==> src/rtl/pcpi_bridge_pkg.sv <==
// Shared types and sizing helpers for the nibble-serial PCPI bridge
// (inbound instruction receiver and outbound result transmitter).
package pcpi_bridge_pkg;

  typedef enum logic [1:0] {
    IDLE    = 2'b00,
    PRESENT = 2'b01,
    RELEASE = 2'b10
  } tx_state_e;

  localparam int DEF_DATA_W = 32;
  localparam int DEF_NIB_W  = 4;
  localparam int NIBBLES    = DEF_DATA_W / DEF_NIB_W;
  localparam int CNT_W      = $clog2(NIBBLES);

  function automatic int nibbles_of(input int data_w, input int nib_w);
    return data_w / nib_w;
  endfunction

  // A single-nibble word still needs a 1-bit counter to stay a legal vector.
  function automatic int cnt_w_of(input int data_w, input int nib_w);
    return (data_w / nib_w > 1) ? $clog2(data_w / nib_w) : 1;
  endfunction

endpackage

==> src/rtl/pcpi_result_hold.sv <==
// One-entry holding register for a result that arrives while a word is
// still streaming; flags a drop when a load finds it already occupied.
module pcpi_result_hold
  import pcpi_bridge_pkg::*;
#(
  parameter int DATA_W = DEF_DATA_W
) (
  input  logic              clk,
  input  logic              rst,
  input  logic              load,
  input  logic              take,
  input  logic [DATA_W-1:0] din,
  output logic [DATA_W-1:0] data,
  output logic              full,
  output logic              drop
);

  logic [DATA_W-1:0] data_reg;
  logic              full_reg;

  // A take frees the slot in the same cycle, so a simultaneous load refills it.
  always_ff @(posedge clk) begin
    if (rst) begin
      data_reg <= '0;
      full_reg <= 1'b0;
    end else if (load && (!full_reg || take)) begin
      data_reg <= din;
      full_reg <= 1'b1;
    end else if (take) begin
      full_reg <= 1'b0;
    end
  end

  assign data = data_reg;
  assign full = full_reg;
  assign drop = load & full_reg & ~take;

endmodule

==> src/rtl/pcpi_result_nibble_tx.sv <==
// Captures a PCPI coprocessor result and streams it to the host one nibble
// per four-phase tx_ack handshake, least-significant nibble first.
module pcpi_result_nibble_tx
  import pcpi_bridge_pkg::*;
#(
  parameter int DATA_W     = DEF_DATA_W,
  parameter int NIB_W      = DEF_NIB_W,
  parameter int REQUIRE_WR = 1
) (
  input  logic              clk,
  input  logic              rst,
  input  logic              pcpi_ready,
  input  logic              pcpi_wr,
  input  logic [DATA_W-1:0] pcpi_rd,
  input  logic              tx_ack,
  input  logic              clr_overrun,
  output logic [NIB_W-1:0]  tx_nibble,
  output logic              tx_valid,
  output logic              tx_last,
  output logic              busy,
  output logic              overrun
);

  localparam int NIB_CNT  = nibbles_of(DATA_W, NIB_W);
  localparam int CNT_BITS = cnt_w_of(DATA_W, NIB_W);
  localparam logic [CNT_BITS-1:0] CNT_LAST = CNT_BITS'(NIB_CNT - 1);

  tx_state_e           state_reg, state_next;
  logic [DATA_W-1:0]   sh_reg, sh_next;
  logic [CNT_BITS-1:0] cnt_reg, cnt_next;
  logic                done_reg, done_next;
  logic                overrun_reg;

  logic                wr_ok;
  logic                cap;
  logic                at_last;
  logic                hold_load;
  logic                hold_take;
  logic                hold_full;
  logic                hold_drop;
  logic [DATA_W-1:0]   hold_data;

  assign wr_ok = (REQUIRE_WR == 0) ? 1'b1 : pcpi_wr;
  assign cap   = pcpi_ready & wr_ok;

  // Anything that cannot go straight into the shifter goes to the hold slot,
  // including a capture in the same IDLE cycle that drains the slot.
  assign hold_load = cap & ((state_reg != IDLE) | hold_full);

  pcpi_result_hold #(
    .DATA_W(DATA_W)
  ) u_hold (
    .clk  (clk),
    .rst  (rst),
    .load (hold_load),
    .take (hold_take),
    .din  (pcpi_rd),
    .data (hold_data),
    .full (hold_full),
    .drop (hold_drop)
  );

  always_ff @(posedge clk) begin
    if (rst) begin
      state_reg <= IDLE;
      sh_reg    <= '0;
      cnt_reg   <= '0;
      done_reg  <= 1'b0;
    end else begin
      state_reg <= state_next;
      sh_reg    <= sh_next;
      cnt_reg   <= cnt_next;
      done_reg  <= done_next;
    end
  end

  // A drop in the same cycle as a clear must still leave the flag set.
  always_ff @(posedge clk) begin
    if (rst) begin
      overrun_reg <= 1'b0;
    end else if (hold_drop) begin
      overrun_reg <= 1'b1;
    end else if (clr_overrun) begin
      overrun_reg <= 1'b0;
    end
  end

  assign at_last = (cnt_reg == CNT_LAST);

  always_comb begin
    state_next = state_reg;
    sh_next    = sh_reg;
    cnt_next   = cnt_reg;
    done_next  = done_reg;
    hold_take  = 1'b0;
    case (state_reg)
      IDLE: begin
        if (hold_full) begin
          sh_next    = hold_data;
          cnt_next   = '0;
          hold_take  = 1'b1;
          state_next = PRESENT;
        end else if (cap) begin
          sh_next    = pcpi_rd;
          cnt_next   = '0;
          state_next = PRESENT;
        end
      end
      PRESENT: begin
        if (tx_ack) begin
          sh_next    = sh_reg >> NIB_W;
          cnt_next   = at_last ? '0 : cnt_reg + CNT_BITS'(1);
          done_next  = at_last;
          state_next = RELEASE;
        end
      end
      RELEASE: begin
        // Waiting for ack to drop is what keeps a held ack from double-advancing.
        if (!tx_ack) begin
          if (done_reg) begin
            done_next  = 1'b0;
            state_next = IDLE;
          end else begin
            state_next = PRESENT;
          end
        end
      end
      default: begin
        state_next = IDLE;
      end
    endcase
  end

  assign tx_valid  = (state_reg == PRESENT);
  assign tx_last   = tx_valid & at_last;
  assign tx_nibble = sh_reg[NIB_W-1:0];
  assign busy      = (state_reg != IDLE) | hold_full;
  assign overrun   = overrun_reg;

endmodule
==> config.mk <==
export PLATFORM = sky130hd
export DESIGN_NAME = pcpi_result_nibble_tx
export DESIGN_NICKNAME = d
export VERILOG_FILES = /design/src/rtl/pcpi_bridge_pkg.sv /design/src/rtl/pcpi_result_hold.sv /design/src/rtl/pcpi_result_nibble_tx.sv
export SDC_FILE = /design/constraint.sdc
export NUM_CORES = 1
export LEC_CHECK = 0
export ABC_AREA = 0
export CAP_MARGIN = 15
export CORE_ASPECT_RATIO = 1.4
export CORE_MARGIN = 8
export CORE_UTILIZATION = 40
export DETAILED_ROUTE_END_ITERATION = 12
export PLACE_DENSITY = 0.65
export SLEW_MARGIN = 20
export SYNTH_ARGS = -nofsm -noshare
export SYNTH_HDL_FRONTEND = slang
export SYNTH_SLANG_ARGS = --single-unit
==> constraint.sdc <==
create_clock -name clk -period 2.7 [get_ports clk]
set_clock_uncertainty 0.1 [all_clocks]
set_input_delay 0.54 -clock clk [delete_from_list [all_inputs] [get_ports clk]]
set_output_delay 0.54 -clock clk [all_outputs]
set_load 0.02 [all_outputs]
==> results of run 1 <==
## final timing paths
kind                            cells after the start                            to                          from  slack, ps
worst max-delay path                                5                       tx_last       cnt_reg[0]$_SDFFE_PP0P_        300
worst min register to register                      2  u_hold.data[12]$_SDFFE_PP0P_  u_hold.data[12]$_SDFFE_PP0P_        350
worst max register to register                      5       sh_reg[25]$_SDFFE_PP0P_     state_reg[0]$_SDFFE_PP0P_        630
worst min-delay path                                2  u_hold.data[12]$_SDFFE_PP0P_  u_hold.data[12]$_SDFFE_PP0P_        350
## power by group through the flow
stage | clock, mW | sequential, mW | combinational, mW
after floorplan | 0 | 1.18 | 0.319
after global placement | 0 | 1.19 | 0.451
after detailed placement | 0 | 1.19 | 0.459
after CTS | 1.30 | 1.17 | 0.461
after global routing | 1.35 | 1.18 | 0.496
final | 1.28 | 1.17 | 0.454
## per-stage QoR
stage	power (mW)	setup slack, ps	hold slack (ps)
3_5_place_dp	1.65	252	347
3_3_place_gp	1.64	307	342
4_1_cts	2.93	276	358
5_1_grt	3.03	197	369
6_report	2.90	297	353
2_1_floorplan	1.50	741	334
## per-layer routing
layer | vias up | routed length (µm)
li1 | 1494 | -
met1 | 1371 | 3380
met2 | 45 | 4100
met3 | 10 | 423
met4 | 0 | 151
met5 | - | 0
## Yosys cell counts (5+ instances only)
master	number	area share (%)
nand2_1	93	9.7
dfxtp_1	72	40
mux2i_1	36	10
nor2_1	30	3.1
nor2b_1	29	5.0
a211oi_1	28	5.8
clkbuf_1	22	2.3
o32ai_2	20	9.0
a21oi_1	10	1.4
buf_4	10	2.1
o32ai_1	8	1.9
o31ai_1	7	1.5
buf_2	6	0.83
inv_1	5	0.52
or4_1	5	1.0
## worst register-to-register path, stage by stage, from the launching register on
cell and delay (ps):
dfxtp_1 510, buf_4 220, a211oi_2 50, or4_1 480, buf_4 280, o32ai_1 340
## cells by family (layout without fill, tap and decap cells)
group / after synthesis / count (layout) / synth area share (%)
AO/OA/AOI/OAI: 80 / 80 / 21.1
AND/OR/NAND/NOR: 168 / 168 / 20.9
XOR/XNOR: 1 / 1 / 0.243
flip-flops: 72 / 72 / 39.9
multiplexers: 37 / 37 / 10.3
buffers and inverters: 47 / 81 / 6.76
adder cells (fa/ha/maj): 2 / 2 / 0.693
## area by class of cell
cell class | count | area [µm²]
inverter | 5 | 18.8
tap | 107 | 134
sequential | 72 | 1440
multi-input combinational | 288 | 1930
fill | 839 | 4430
timing repair buffer | 61 | 596
clock buffer | 12 | 256
clock inverter | 3 | 65.1
==> results.json, run 1 <==
{
  "synth_nets": 447,
  "yosysSeqAreaShare_pct": 39.9,
  "path_clk_slew_ps": 60,
  "drt-initial-drc-count": 171,
  "numCtsBuffers": 9,
  "p_int_mw": 2.20,
  "use_met3_pct": 3.55,
  "grt_pass1_vias": 2834,
  "die_h_um": 128,
  "avgSynthCellArea_um2": 8.87,
  "period_needed_ps": 2400,
  "dp.cells": 533,
  "crit_buf_inv": 2,
  "period_share_pct": 89.0,
  "grt_use_met2_pct": 22.7,
  "drt_first_pass_iters": 4,
  "holdBufCountCts": 0,
  "cts_tree": "done",
  "grt_antenna_before_repair": 0,
  "die_w_um": 96.3,
  "dieArea_um2": 12400,
  "critPathLaunchType": "flip-flop",
  "ios": 46,
  "grt_busiest_layer": "met2",
  "setup_violations": 0,
  "irDropWorstVdd_mv": 0.348,
  "grt_first_pass_wirelength_um": 13400,
  "layout_commonest_cell": "nand2_1",
  "pwr-share-clk_pct": 44.0,
  "syn_area_um2": 3610,
  "p_sw_mw": 0.704,
  "fin_cells": 548,
  "grt_usage_pct": 13.6,
  "max_stage_delay_ps": 610,
  "drc_errors": 0,
  "seq_power_share_pct": 40.3,
  "design.core.area_um2": 8870,
  "gpl.final_weighted_congestion": 0.762,
  "synthFlopType": "dfxtp_1",
  "viasPerCell": 5.33,
  "nets": 477,
  "cts_setup_buffers": 0,
  "p_comb_share_pct": 15.6,
  "fin_tns_setup_ps": 0,
  "cpMostUsedCell": "ha_1",
  "wl_per_cell_um": 14.7,
  "rsz0062_at_grt": "false",
  "clock_latency_ps": 330,
  "slew_viol_final": 0,
  "dpl.hpwl_um": 5470,
  "p_leak_nw": 1.64,
  "htree_levels": 3,
  "synthCells": 407,
  "outcome": "finished, final reports clean",
  "ys_warn_count": 0,
  "clock-sinks": 72,
  "fin_util_pct": 50.1,
  "grt_use_met1_pct": 15.5,
  "tightest_slew_ps": 449,
  "clockBufferDepth": 2,
  "final-hold-violation-count": 0,
  "cpMaxStageDelayCell": "clkdlybuf4s50_1",
  "overflow": 0,
  "required_ps": 2060,
  "final_cell_mix": "nand2_1 (93), dfxtp_1 (71), clkdlybuf4s50_1 (45)",
  "synth_async_sr_flop_share_pct": 0,
  "grt_max_degree": 63,
  "layout-drive-gt1-share_pct": 12.7,
  "ys_ff_latch": 72,
  "io_buffers": 45,
  "switching_share_pct": 24.3,
  "cap_viol_max_count": 0,
  "wirelength_um": 8060,
  "cts_root_buf": "clkbuf_16",
  "ant_nets": 0,
  "synth_edf_count": 0,
  "fin_area_um2": 4440,
  "critPathTopFamily": "buffers and inverters",
  "critPathMaxFanout": 3,
  "crit_chain": "ha_1 > ha_1 > inv_1 > nor2_1 > clkdlybuf4s50_1",
  "rows": 41,
  "cp.arrival_ps": 1760,
  "max_freq_mhz": 416,
  "critical_path_class": "reg2out",
  "slew_headroom_pct": 69.9,
  "vias": 2920,
  "start_util_pct": 40.7,
  "synth.distinct_cells": 34,
  "place_area_um2": 4120,
  "hold_path_class": "reg2reg",
  "diodes": 0,
  "area_growth_pct": 23.1,
  "cts_resized": 0,
  "power.density_nw_per_um2": 654,
  "end_kind": "output port"
}
Power figures use the tool's default switching activity.
==> run 2: changes to the inputs <==
--- a/config.mk
+++ b/config.mk
@@ -7,11 +7,13 @@
 export LEC_CHECK = 0
 export ABC_AREA = 0
 export CAP_MARGIN = 15
+export CELL_PAD_IN_SITES_DETAIL_PLACEMENT = 0
+export CELL_PAD_IN_SITES_GLOBAL_PLACEMENT = 1
 export CORE_ASPECT_RATIO = 1.4
 export CORE_MARGIN = 8
 export CORE_UTILIZATION = 40
 export DETAILED_ROUTE_END_ITERATION = 12
-export PLACE_DENSITY = 0.65
+export PLACE_DENSITY = 0.8
 export SLEW_MARGIN = 20
 export SYNTH_ARGS = -nofsm -noshare
 export SYNTH_HDL_FRONTEND = slang
==> run 2 against run 1 <==
Fmax shrank 0.31%. Highest routed layer unchanged. Design area fell by 0.51%. Via count grew 0.14%.
==> results.json, run 2 (synthesis results as in run 1) <==
{
  "cts_tree": "done",
  "viasPerCell": 5.34,
  "drt-initial-drc-count": 206,
  "wirelength_um": 8230,
  "cts_setup_buffers": 0,
  "dpl.hpwl_um": 5440,
  "end_kind": "output port",
  "ant_nets": 0,
  "irDropWorstVdd_mv": 0.378,
  "multiInputGateArea_um2": 1930,
  "period_needed_ps": 2410,
  "grt_antenna_before_repair": 0,
  "numCtsBuffers": 9,
  "clockBufferDepth": 2,
  "dieArea_um2": 12400,
  "critical_path_class": "reg2out",
  "fin_util_pct": 49.8,
  "cts_resized": 0,
  "outcome": "finished, final reports clean",
  "cp.arrival_ps": 1770,
  "final.fill_count": 891,
  "cpMaxStageDelayCell": "clkdlybuf4s50_1",
  "place_area_um2": 4140,
  "layout-drive-gt1-share_pct": 12.2,
  "vias": 2924,
  "tightest_slew_ps": 424,
  "fin_area_um2": 4420,
  "wl_per_cell_um": 15.0,
  "worst-r2r-cell-count": 5,
  "ios": 46,
  "cap_viol_max_count": 0,
  "max_freq_mhz": 415,
  "hold_path_class": "reg2reg",
  "reg2reg_slack_ps": 610,
  "fin_tns_setup_ps": 0,
  "diodes": 0,
  "clock_latency_ps": 330,
  "critPathLaunchType": "flip-flop",
  "r2r-start": "state_reg[0]$_SDFFE_PP0P_",
  "io_buffers": 45,
  "grt_first_pass_wirelength_um": 13700,
  "rows": 41,
  "drc_errors": 0,
  "rsz0062_at_grt": "false",
  "crit_chain": "nand2b_1 > nor2_1 > clkdlybuf4s50_1",
  "clock-sinks": 72,
  "required_ps": 2060,
  "path_clk_slew_ps": 50,
  "drt_first_pass_iters": 4,
  "slew_headroom_pct": 71.4,
  "start_util_pct": 40.7,
  "grt_usage_pct": 14.1,
  "cp-startpoint": "state_reg[0]$_SDFFE_PP0P_",
  "path_depth": 3,
  "crit_buf_inv": 1,
  "p_leak_nw": 1.63,
  "final-hold-violation-count": 0,
  "die_w_um": 96.3,
  "holdBufCountCts": 0,
  "grt_max_degree": 46,
  "htree_levels": 3,
  "grt_pass1_vias": 2922,
  "period_share_pct": 89.3,
  "overflow": 0,
  "die_h_um": 128,
  "gpl.final_weighted_congestion": 0.746,
  "final_cell_mix": "nand2_1 (93), dfxtp_1 (71), clkdlybuf4s50_1 (45)",
  "power.density_nw_per_um2": 626,
  "critPathTopFamily": "buffers and inverters",
  "layout_commonest_cell": "nand2_1",
  "max_stage_delay_ps": 610,
  "slew_viol_final": 0,
  "area_growth_pct": 22.5,
  "critPathMaxFanout": 10,
  "design.core.area_um2": 8870,
  "cts_root_buf": "clkbuf_16",
  "setup_violations": 0,
  "nets": 476,
  "cp-endpoint": "tx_last",
  "seqCellArea_um2": 1440,
  "r2r_end": "sh_reg[26]$_SDFFE_PP0P_"
}
## run 2: changes by cell type in the layout (fill, tap and decap cells not counted)
| cell | previous run | this run |
|---|---|---|
| buf_12 | 2 | 4 |
| buf_4 | 14 | 11 |
| bufinv_16 | 2 | 1 |
| clkbuf_1 | 1 | 3 |
| clkbuf_8 | 2 | 0 |
| clkinv_2 | 1 | 3 |
## run 2: worst min-delay path, delay by kind of cell, from the launching register on
family / cells / cell delay, ps
muxes: 1 / 50
and+or+nand+nor: 1 / 50
DFF: 1 / 300
## run 2: layer usage
layer  GRT usage [%]  share of wire (%)  vias up
met3            4.08                4.9        8
met4            5.99                1.8        0
met5               0                  0        -
met2            23.2                 50       52
li1                -                  -     1493
met1            16.5                 43     1371
## run 2: cell type report
class	instances	area share (%)
Multi-Input combinational cell	288	43.7
Sequential cell	72	32.6
Timing Repair Buffer	60	13.9
Clock buffer	12	5.35
Tap cell	107	3.03
Clock inverter	4	1.02
Inverter	5	0.424
## run 2: where the power goes
group | internal (mW) | switching (mW) | leakage [nW] | total (mW)
clock network | 0.711 | 0.427 | 0.140 | 1.14
registers | 1.13 | 0.0403 | 0.587 | 1.17
logic | 0.218 | 0.239 | 0.901 | 0.457
## run 2: worst min path at each step
stage	startpoint	endpoint	slack (ps)	depth (start not counted)
2_1_floorplan	u_hold.data[28]$_SDFFE_PP0P_	u_hold.data[28]$_SDFFE_PP0P_	330	2
3_3_place_gp	u_hold.data[28]$_SDFFE_PP0P_	u_hold.data[28]$_SDFFE_PP0P_	340	2
3_5_place_dp	u_hold.data[3]$_SDFFE_PP0P_	u_hold.data[3]$_SDFFE_PP0P_	350	2
4_1_cts	u_hold.data[8]$_SDFFE_PP0P_	u_hold.data[8]$_SDFFE_PP0P_	360	2
5_1_grt	u_hold.data[15]$_SDFFE_PP0P_	u_hold.data[15]$_SDFFE_PP0P_	370	2
6_report	u_hold.data[8]$_SDFFE_PP0P_	u_hold.data[8]$_SDFFE_PP0P_	350	2
## run 2: per-stage QoR
| step | power (mW) | hold WS [ps] | cells | setup slack [ps] |
|---|---|---|---|---|
| after global placement | 1.65 | 343 | 532 | 293 |
| after CTS | 2.81 | 358 | 548 | 258 |
| after global routing | 2.89 | 367 | 548 | 198 |
| final | 2.77 | 354 | 548 | 289 |
| after floorplan | 1.50 | 334 | 407 | 741 |
| after detailed placement | 1.66 | 351 | 532 | 244 |
